`src/rtl/addsub_pipe.sv`:
```
// Pipelined add/sub/rsub/cmp unit: WIDTH split into STAGES slices, one slice
// per stage with the carry registered between stages; valid/ready on both ends.
module addsub_pipe #(
  parameter int WIDTH  = 32,
  parameter int STAGES = 4
) (
  input  logic             clk,
  input  logic             rst,
  input  logic             in_valid,
  output logic             in_ready,
  input  logic [1:0]       op,
  input  logic [WIDTH-1:0] a,
  input  logic [WIDTH-1:0] b,
  output logic             out_valid,
  input  logic             out_ready,
  output logic [WIDTH-1:0] result,
  output logic             cbout,
  output logic             zero,
  output logic             neg,
  output logic             ovf
);

  localparam int SW = WIDTH / STAGES;
  localparam int L  = STAGES - 1;

  localparam logic [1:0] OP_ADD  = 2'b00;
  localparam logic [1:0] OP_RSUB = 2'b10;
  localparam logic [1:0] OP_CMP  = 2'b11;

  logic              adv;

  // stage registers
  logic [STAGES-1:0] v_q;
  logic [WIDTH-1:0]  x_q  [STAGES];
  logic [WIDTH-1:0]  y_q  [STAGES];
  logic [WIDTH-1:0]  s_q  [STAGES];
  logic [WIDTH-1:0]  a_q  [STAGES];
  logic [1:0]        op_q [STAGES];
  logic              c_q  [STAGES];

  // stage inputs and next values
  logic [STAGES-1:0] v_in;
  logic [WIDTH-1:0]  x_in  [STAGES];
  logic [WIDTH-1:0]  y_in  [STAGES];
  logic [WIDTH-1:0]  s_in  [STAGES];
  logic [WIDTH-1:0]  a_in  [STAGES];
  logic [1:0]        op_in [STAGES];
  logic              c_in  [STAGES];
  logic [WIDTH-1:0]  s_nx  [STAGES];
  logic [STAGES-1:0] c_nx;
  logic [SW:0]       sl    [STAGES];

  logic [WIDTH-1:0]  x0, y0;
  logic              c0;

  logic [WIDTH-1:0]  r_fin, res_fin;
  logic              cb_fin, ovf_fin;

  assign adv       = !v_q[L] || out_ready;
  assign in_ready  = adv;
  assign out_valid = v_q[L];

  // operand conditioning: everything becomes X + Y + cin
  always_comb begin
    x0 = a;
    y0 = ~b;
    c0 = 1'b1;
    case (op)
      OP_ADD: begin
        x0 = a;
        y0 = b;
        c0 = 1'b0;
      end
      OP_RSUB: begin
        x0 = b;
        y0 = ~a;
        c0 = 1'b1;
      end
      default: begin
        x0 = a;
        y0 = ~b;
        c0 = 1'b1;
      end
    endcase
  end

  always_comb begin
    v_in[0]  = in_valid;
    x_in[0]  = x0;
    y_in[0]  = y0;
    c_in[0]  = c0;
    s_in[0]  = '0;
    a_in[0]  = a;
    op_in[0] = op;
    for (int k = 1; k < STAGES; k++) begin
      v_in[k]  = v_q[k-1];
      x_in[k]  = x_q[k-1];
      y_in[k]  = y_q[k-1];
      c_in[k]  = c_q[k-1];
      s_in[k]  = s_q[k-1];
      a_in[k]  = a_q[k-1];
      op_in[k] = op_q[k-1];
    end
    for (int k = 0; k < STAGES; k++) begin
      sl[k] = {1'b0, x_in[k][k*SW +: SW]} + {1'b0, y_in[k][k*SW +: SW]}
            + {{SW{1'b0}}, c_in[k]};
      s_nx[k] = s_in[k];
      s_nx[k][k*SW +: SW] = sl[k][SW-1:0];
      c_nx[k] = sl[k][SW];
    end
  end

  // flags come from the last stage's combinational sum so they register with it
  always_comb begin
    r_fin   = s_nx[L];
    cb_fin  = (op_in[L] == OP_ADD) ? c_nx[L] : ~c_nx[L];
    res_fin = (op_in[L] == OP_CMP) ? a_in[L] : r_fin;
    ovf_fin = (x_in[L][WIDTH-1] == y_in[L][WIDTH-1]) &&
              (r_fin[WIDTH-1] != x_in[L][WIDTH-1]);
  end

  always_ff @(posedge clk or posedge rst) begin
    if (rst) begin
      v_q <= '0;
      for (int k = 0; k < STAGES; k++) begin
        x_q[k]  <= '0;
        y_q[k]  <= '0;
        s_q[k]  <= '0;
        a_q[k]  <= '0;
        op_q[k] <= '0;
        c_q[k]  <= 1'b0;
      end
      result <= '0;
      cbout  <= 1'b0;
      zero   <= 1'b0;
      neg    <= 1'b0;
      ovf    <= 1'b0;
    end else if (adv) begin
      v_q <= v_in;
      for (int k = 0; k < STAGES; k++) begin
        x_q[k]  <= x_in[k];
        y_q[k]  <= y_in[k];
        s_q[k]  <= s_nx[k];
        a_q[k]  <= a_in[k];
        op_q[k] <= op_in[k];
        c_q[k]  <= c_nx[k];
      end
      // bubbles leave the visible outputs untouched
      if (v_in[L]) begin
        result <= res_fin;
        cbout  <= cb_fin;
        zero   <= (r_fin == '0);
        neg    <= r_fin[WIDTH-1];
        ovf    <= ovf_fin;
      end
    end
  end

endmodule

```
`config.mk`:
```
export PLATFORM = sky130hd
export DESIGN_NAME = addsub_pipe
export DESIGN_NICKNAME = d
export VERILOG_FILES = /design/src/rtl/addsub_pipe.sv
export SDC_FILE = /design/constraint.sdc
export NUM_CORES = 1
export LEC_CHECK = 0
export CORE_MARGIN = 2
export CORE_UTILIZATION = 40
export DETAILED_ROUTE_END_ITERATION = 8
export HOLD_SLACK_MARGIN = 0.15
export SYNTH_ARGS = -nofsm -noshare
export SYNTH_HDL_FRONTEND = slang
export SYNTH_SLANG_ARGS = --single-unit
```
`constraint.sdc`:
```
create_clock -name clk -period 10.9 [get_ports clk]
set_clock_uncertainty 0.1 [all_clocks]
set_input_delay 2.18 -clock clk [delete_from_list [all_inputs] [get_ports clk]]
set_output_delay 2.18 -clock clk [all_outputs]
set_load 0.02 [all_outputs]
```
==> metrics.md, run 1 <==
| Metric | Value |
|---|---|
| MaxCap Viol Count | `0` |
| Simple-gate share of the synthesized area | `22.5%` |
| IO Port Bufs | `107` |
| Vias in the first global route | `9686` |
| First-pass GRT wire length | `49700 um` |
| Post-CTS setup buffers | `0` |
| RSZ-0062 raised after global routing | `no` |
| Area share of the largest cell type after synthesis | `54.4%` |
| Wire length per cell | `14.5 um` |
| Antenna diodes | `0` |
| Worst Hold Path EP | `x_in[50]$_DFFE_PP0N_` |
| Number of synthesized flops with an enable pin | `0` |
| Post-route minimum period | `6.93 ns` |
| P_leak | `7.71 nW` |
| R2r setup slk | `7.07 ns` |
| Clk_lat worst skew | `0.55 ns` |
| R2R Path Start | `v_q[3]$_DFFE_PP0N_` |
| Clk buf depth | `3` |
| Run status | `finished, final reports clean` |
| Post-synthesis compound-gate area fraction | `8.73%` |
| Slowest CP cell | `clkdlybuf4s50_1` |
| Syn Std Cell Area | `13300 um^2` |
| Setup TNS | `0 ns` |
| CTS buffer count | `30` |
| Multi-input gate area | `5540 um^2` |
| Vias/cell | `4.76` |
| P per Cell Area | `284 nW/um^2` |
| Seq/Total Area, Yosys | `54.4%` |
| DRT Wirelength | `29600 um` |
| R2r worst-path depth | `6` |
| Die H | `186 um` |
| DP HPWL | `19100 um` |
| GR peak layer | `met2` |
| # fillers | `3185` |
| Critical Path Max Stage Delay | `0.66 ns` |
| Worst setup SP type | `primary input` |
| Crit-path cells | `clkdlybuf4s50_1, nor2b_4, buf_12, inv_6, clkdlybuf4s50_1` |
| Worst hold path stage count | `2` |
| Ports | `108` |
| Cells after synthesis | `1519` |
| Xor/xnor share of the synthesized area | `1.05%` |
| Avg Inst Size Synth | `8.75 um^2` |
| Ys Warns | `0` |
| Number of synthesized register bits | `289` |
| Reg2reg end | `result[31]$_DFFE_PP0P_` |
| Met2 usage in global routing | `29.5%` |
| Nets | `1692` |
| Area post-placement | `14700 um^2` |
| Hold Startpoint | `x_in[82]$_DFFE_PP0N_` |
| Die span in x | `186 um` |
| Main combinational cell family by area after synthesis | `simple AND/OR/NAND/NOR gates` |
| Final instance area | `15700 um^2` |
| Fin crit share | `63.6%` |
| Met3 GRT Util | `1.99%` |
| CTS Root Cell | `clkbuf_16` |
| Max-slew violation count | `0` |
| Synth Area in Adders | `3.78%` |
| Share of layout cells above drive strength 1 | `5.03%` |
| Htree depth | `1` |
| Most common cell in the netlist | `nand2_1` |
| Global Route met1 Usage | `25.8%` |
| WP data arrival | `4.65 ns` |
| Worst hold slack | `0.356 ns` |
| Worst setup EP type | `output pin` |
| DIE AREA | `34700 um^2` |
| Setup Viol. Count Final | `0` |
| Pre-antenna DRT Iters | `5` |
| Grt total ovfl | `0` |
| Net Count, Synth | `1625` |
| VDD IR max | `0.133 mV` |
| Cell accounting for the most synthesized area | `dfrtp_1` |
| CTS tree | `yes` |
| Hold-fix buffers at CTS | `0` |
| Initial antenna violation count | `0` |
| Synth cell count leaders | `653 x nand2_1, 289 x dfrtp_1, 84 x o21ai_0` |
| Area contributors post-synth | `dfrtp_1 54%, nand2_1 18%, mux2i_1 4.7%` |
| Row count | `66` |
| CTS Sinks | `289` |
| Hold Vio Cnt, Final | `0` |
| Largest net degree at the start of global routing | `259` |
| All-Layer GR Usage | `17.9%` |
| Core area | `32600 um^2` |
| CTS clk-pin slew, worst paths | `0.06 ns` |
| DRC Markers | `0` |
| Unique masters post-synth | `47` |
| Main synth FF type | `dfrtp_1` |
| Fmax | `144 MHz` |
| Tightest Pin Transition | `1.26 ns` |
| Critical path required time | `8.62 ns` |
| Min-delay worst type | `register to register` |
| Total vias in the final route | `9764` |
| Area Overhead vs Synth | `18.0%` |
| Mux cell area share after synthesis | `5.51%` |
| CP Class | `primary input to output pin` |
| DRT iter0 DRCs | `647` |
| Quantity of gates resized following cts | `0` |
| Max FO, Critical Path | `258` |
| Register area | `7230 um^2` |
| Starting Density | `40.8%` |
| Slew HR | `16.0%` |
| Post-DRT Antenna Nets | `0` |
| CP dominant cell by count | `clkdlybuf4s50_1` |
| Gp weighted congestion | `0.779` |
| Async set-reset flop share out of synthesis | `100%` |
cell usage in the layout (no fill, tap or decap), types with 4 or more instances in the layout:
cell type / instances
nand2_1: 653
or3_1: 5
o31ai_1: 10
nor2_1: 77
mux2i_1: 63
clkinvlp_4: 4
a21o_1: 5
ha_1: 29
a31oi_1: 22
clkinv_2: 10
o21ai_0: 84
clkbuf_16: 30
o21a_1: 8
fa_1: 7
a211oi_1: 4
xnor2_1: 13
clkdlybuf4s50_1: 105
nor3_1: 7
buf_4: 10
dfrtp_1: 289
nor4_1: 5
a21oi_1: 50
mux2_2: 9
inv_1: 51
state kept, by name, summed over array words and instances (netlist names):
| name | flops |
|---|---|
| result | 32 |
| y_in | 48 |
| s_in | 24 |
| x_in | 48 |
| v_q | 4 |
| ovf | 1 |
| neg | 1 |
| zero | 1 |
| op_in | 6 |
| a_in | 96 |
| cbout | 1 |
| r_fin | 24 |
| c_in | 3 |
logic make-up (layout without fill, tap and decap cells):
kind of cell,count (synthesis),count (layout)
muxes,72,72
and+or+nand+nor,769,769
DFF,289,289
AOI/OAI and AO/OA,201,201
adders and majority gates,36,36
xor gates and xnor gates,16,16
buffers and inverters,136,226
worst max-delay path by stage:
stage / slack (ns) / to / cells past startpoint / startpoint
detailed placement: 3.94 / in_ready / 5 / out_ready
global route: 3.76 / in_ready / 5 / out_ready
floorplan: 0.64 / a_in[0]$_DFFE_PP0N_ / 1 / rst
finish: 3.97 / in_ready / 5 / out_ready
global placement: 3.94 / in_ready / 5 / out_ready
CTS: 3.95 / in_ready / 5 / out_ready
cell type report:
cell class	instances	area share [%]
sequential	289	46.1
clock inverter	19	1.24
inverter	53	1.35
tap	442	3.52
multi-input combinational	1094	35.3
clock buffer	36	5.12
timing repair buffer	118	7.37
report_power, final:
part           switching [mW]  total, mW  internal [mW]
clock                   0.428       1.03          0.597
sequential              0.279       1.81           1.54
combinational           0.953       1.61          0.658
per-layer routing:
layer | part of all wire [%] | routed length, um | up-vias
li1 | - | - | 5029
met1 | 49 | 14600 | 4573
met2 | 46 | 13700 | 132
met3 | 3.2 | 939 | 30
met4 | 1.4 | 401 | 0
met5 | 0 | 0 | -
critical path: cells and delay by family:
family | cells | cell delay (ns)
buffers and inverters | 4 | 2.09
AND/OR/NAND/NOR | 1 | 0.14
metrics by stage:
stage	setup WS [ns]	power [mW]	std cells	util (%)
floorplan	0.643	2.93	1519	-
finish	3.97	4.45	2051	48.1
detailed placement	3.94	3.47	1996	45.0
global placement	3.94	3.42	1996	45.0
CTS	3.95	4.51	2051	48.1
global route	3.76	4.83	2051	48.1
(Power assumes the default switching activity.)
==> run 2, diff against run 1 <==
==> constraint.sdc (replaced) <==
create_clock -name clk -period 7.25 [get_ports clk]
set_clock_uncertainty 0.1 [all_clocks]
set_input_delay 1.45 -clock clk [delete_from_list [all_inputs] [get_ports clk]]
set_output_delay 1.45 -clock clk [all_outputs]
set_load 0.02 [all_outputs]
==> run 2 against run 1 <==
Clock power rose by 53%. Via count rose by 2.6%. Die area did not move. Critical path type unchanged. Critical endpoint unchanged. Highest routed layer unchanged.
==> metrics.md, run 2 (same netlist as run 1, synthesis figures left out) <==
| Metric | Value |
|---|---|
| Setup Viol. Count Final | `0` |
| Core area | `32600 um^2` |
| Post-CTS setup buffers | `0` |
| Die span in x | `186 um` |
| Critical path required time | `5.70 ns` |
| Initial antenna violation count | `0` |
| Post-DRT Antenna Nets | `0` |
| Area Overhead vs Synth | `18.5%` |
| Total power | `6.75 mW` |
| Critical Path Max Stage Delay | `0.69 ns` |
| Run status | `finished, final reports clean` |
| Vias/cell | `4.88` |
| Share of layout cells above drive strength 1 | `4.85%` |
| Worst Setup SP | `out_ready` |
| Antenna diodes | `0` |
| R2r worst-path depth | `5` |
| CTS Sinks | `289` |
| Gp weighted congestion | `0.835` |
| DIE AREA | `34700 um^2` |
| Ports | `108` |
| CTS clk-pin slew, worst paths | `0.06 ns` |
| DRC Markers | `0` |
| # fillers | `3177` |
| VDD IR max | `0.206 mV` |
| Post-route minimum period | `4.56 ns` |
| WP data arrival | `3.01 ns` |
| DRT Wirelength | `29900 um` |
| Worst hold path stage count | `2` |
| Grt total ovfl | `0` |
| RSZ-0062 raised after global routing | `no` |
| Slowest CP cell | `clkdlybuf4s50_1` |
| Crit-path cells | `clkdlybuf4s50_1, nor2b_4, inv_6, clkdlybuf4s50_1` |
| Hold-fix buffers at CTS | `0` |
| CTS tree | `yes` |
| Clk buf depth | `3` |
| Max-slew violation count | `0` |
| Setup TNS | `0 ns` |
| Max reg flops | `96` |
| Worst setup EP type | `output pin` |
| Row count | `66` |
| Reg2reg end | `result[31]$_DFFE_PP0P_` |
| Hold Startpoint | `a_in[48]$_DFFE_PP0N_` |
| Vias in the first global route | `9668` |
| Nets | `1694` |
| Worst setup SP type | `primary input` |
| Starting Density | `40.8%` |
| Max FO, Critical Path | `46` |
| R2r setup slk | `4.58 ns` |
| Tightest Pin Transition | `1.12 ns` |
| DRT iter0 DRCs | `801` |
| First-pass GRT wire length | `49800 um` |
| Most common cell after layout, fill and taps aside | `nand2_1` |
| CTS buffer count | `31` |
| Die H | `186 um` |
| Worst Hold Path EP | `a_in[16]$_DFFE_PP0N_` |
| Pre-antenna DRT Iters | `5` |
| Worst hold slack | `0.361 ns` |
| P_leak | `7.75 nW` |
| Min-delay worst type | `register to register` |
| Slew HR | `25.1%` |
| CTS Root Cell | `clkbuf_16` |
| R2R Path Start | `v_q[3]$_DFFE_PP0N_` |
| MaxCap Viol Count | `0` |
| CP Class | `primary input to output pin` |
| Htree depth | `1` |
| Fin crit share | `62.9%` |
| Wire length per cell | `14.6 um` |
| DP HPWL | `19800 um` |
| Largest net degree at the start of global routing | `258` |
| CP dominant cell by count | `clkdlybuf4s50_1` |
| Clk_lat worst skew | `0.55 ns` |
| Fmax | `219 MHz` |
| Total vias in the final route | `10000` |
| IO Port Bufs | `107` |
| Quantity of gates resized following cts | `0` |
| All-Layer GR Usage | `17.8%` |
| Most frequent cells in the layout | `653 x nand2_1, 289 x dfrtp_1, 105 x clkdlybuf4s50_1` |
| P per Cell Area | `428 nW/um^2` |
| Hold Vio Cnt, Final | `0` |
[run 2: cell count changes in the layout (fill, tap and decap cells not counted), sizes merged]
cell and change:
buf +1, bufinv -1, clkinvlp -3, inv -1, clkbuf +13, clkinv -9
[run 2: final cells by class]
type                            instances  area, um^2  area share (%)
Clock buffer                           49         963            6.11
Clock inverter                          5        75.1           0.476
Inverter                               53         208            1.32
Multi-Input combinational cell       1094        5540            35.1
Sequential cell                       289        7230            45.9
Tap cell                              442         553            3.51
Timing Repair Buffer                  119        1190            7.54
[run 2: worst max path at each step]
stage,slack [ns],cells past startpoint,end
2_1_floorplan,1.87,1,a_in[0]$_DFFE_PP0N_
3_3_place_gp,2.38,15,c_in[2]$_DFFE_PP0N_
3_5_place_dp,2.33,15,c_in[2]$_DFFE_PP0N_
4_1_cts,2.66,4,in_ready
5_1_grt,2.59,15,c_in[2]$_DFFE_PP0N_
6_report,2.69,4,in_ready
[run 2: power breakdown]
part | switching (mW) | leakage, nW | total (mW) | internal, mW
Sequential | 0.440 | 3.45 | 2.75 | 2.31
Clock | 0.613 | 0.515 | 1.58 | 0.970
Combinational | 1.42 | 3.78 | 2.41 | 0.990
[run 2: metal layers]
layer  global-route usage (%)  part of all wire [%]  vias up
li1                         -                     -     5037
met1                     25.5                    47     4753
met2                     28.9                    46      178
met3                     2.01                   3.8       50
met4                     4.94                   2.4        0
met5                        0                     0        -
[run 2: metrics by stage]
step	worst slack [ns]	instance area, um^2	utilization (%)	std cells
after floorplan	1.87	13300	-	1519
after global placement	2.38	14700	45.1	1997
after detailed placement	2.33	14700	45.1	1997
after CTS	2.66	15800	48.3	2051
after global routing	2.59	15800	48.3	2051
final	2.69	15800	48.3	2051
[run 2: worst max-delay path: cells and delay by family]
kind	cells	cell delay [ns]
and+or+nand+nor	1	0.07
buffers and inverters	3	1.45
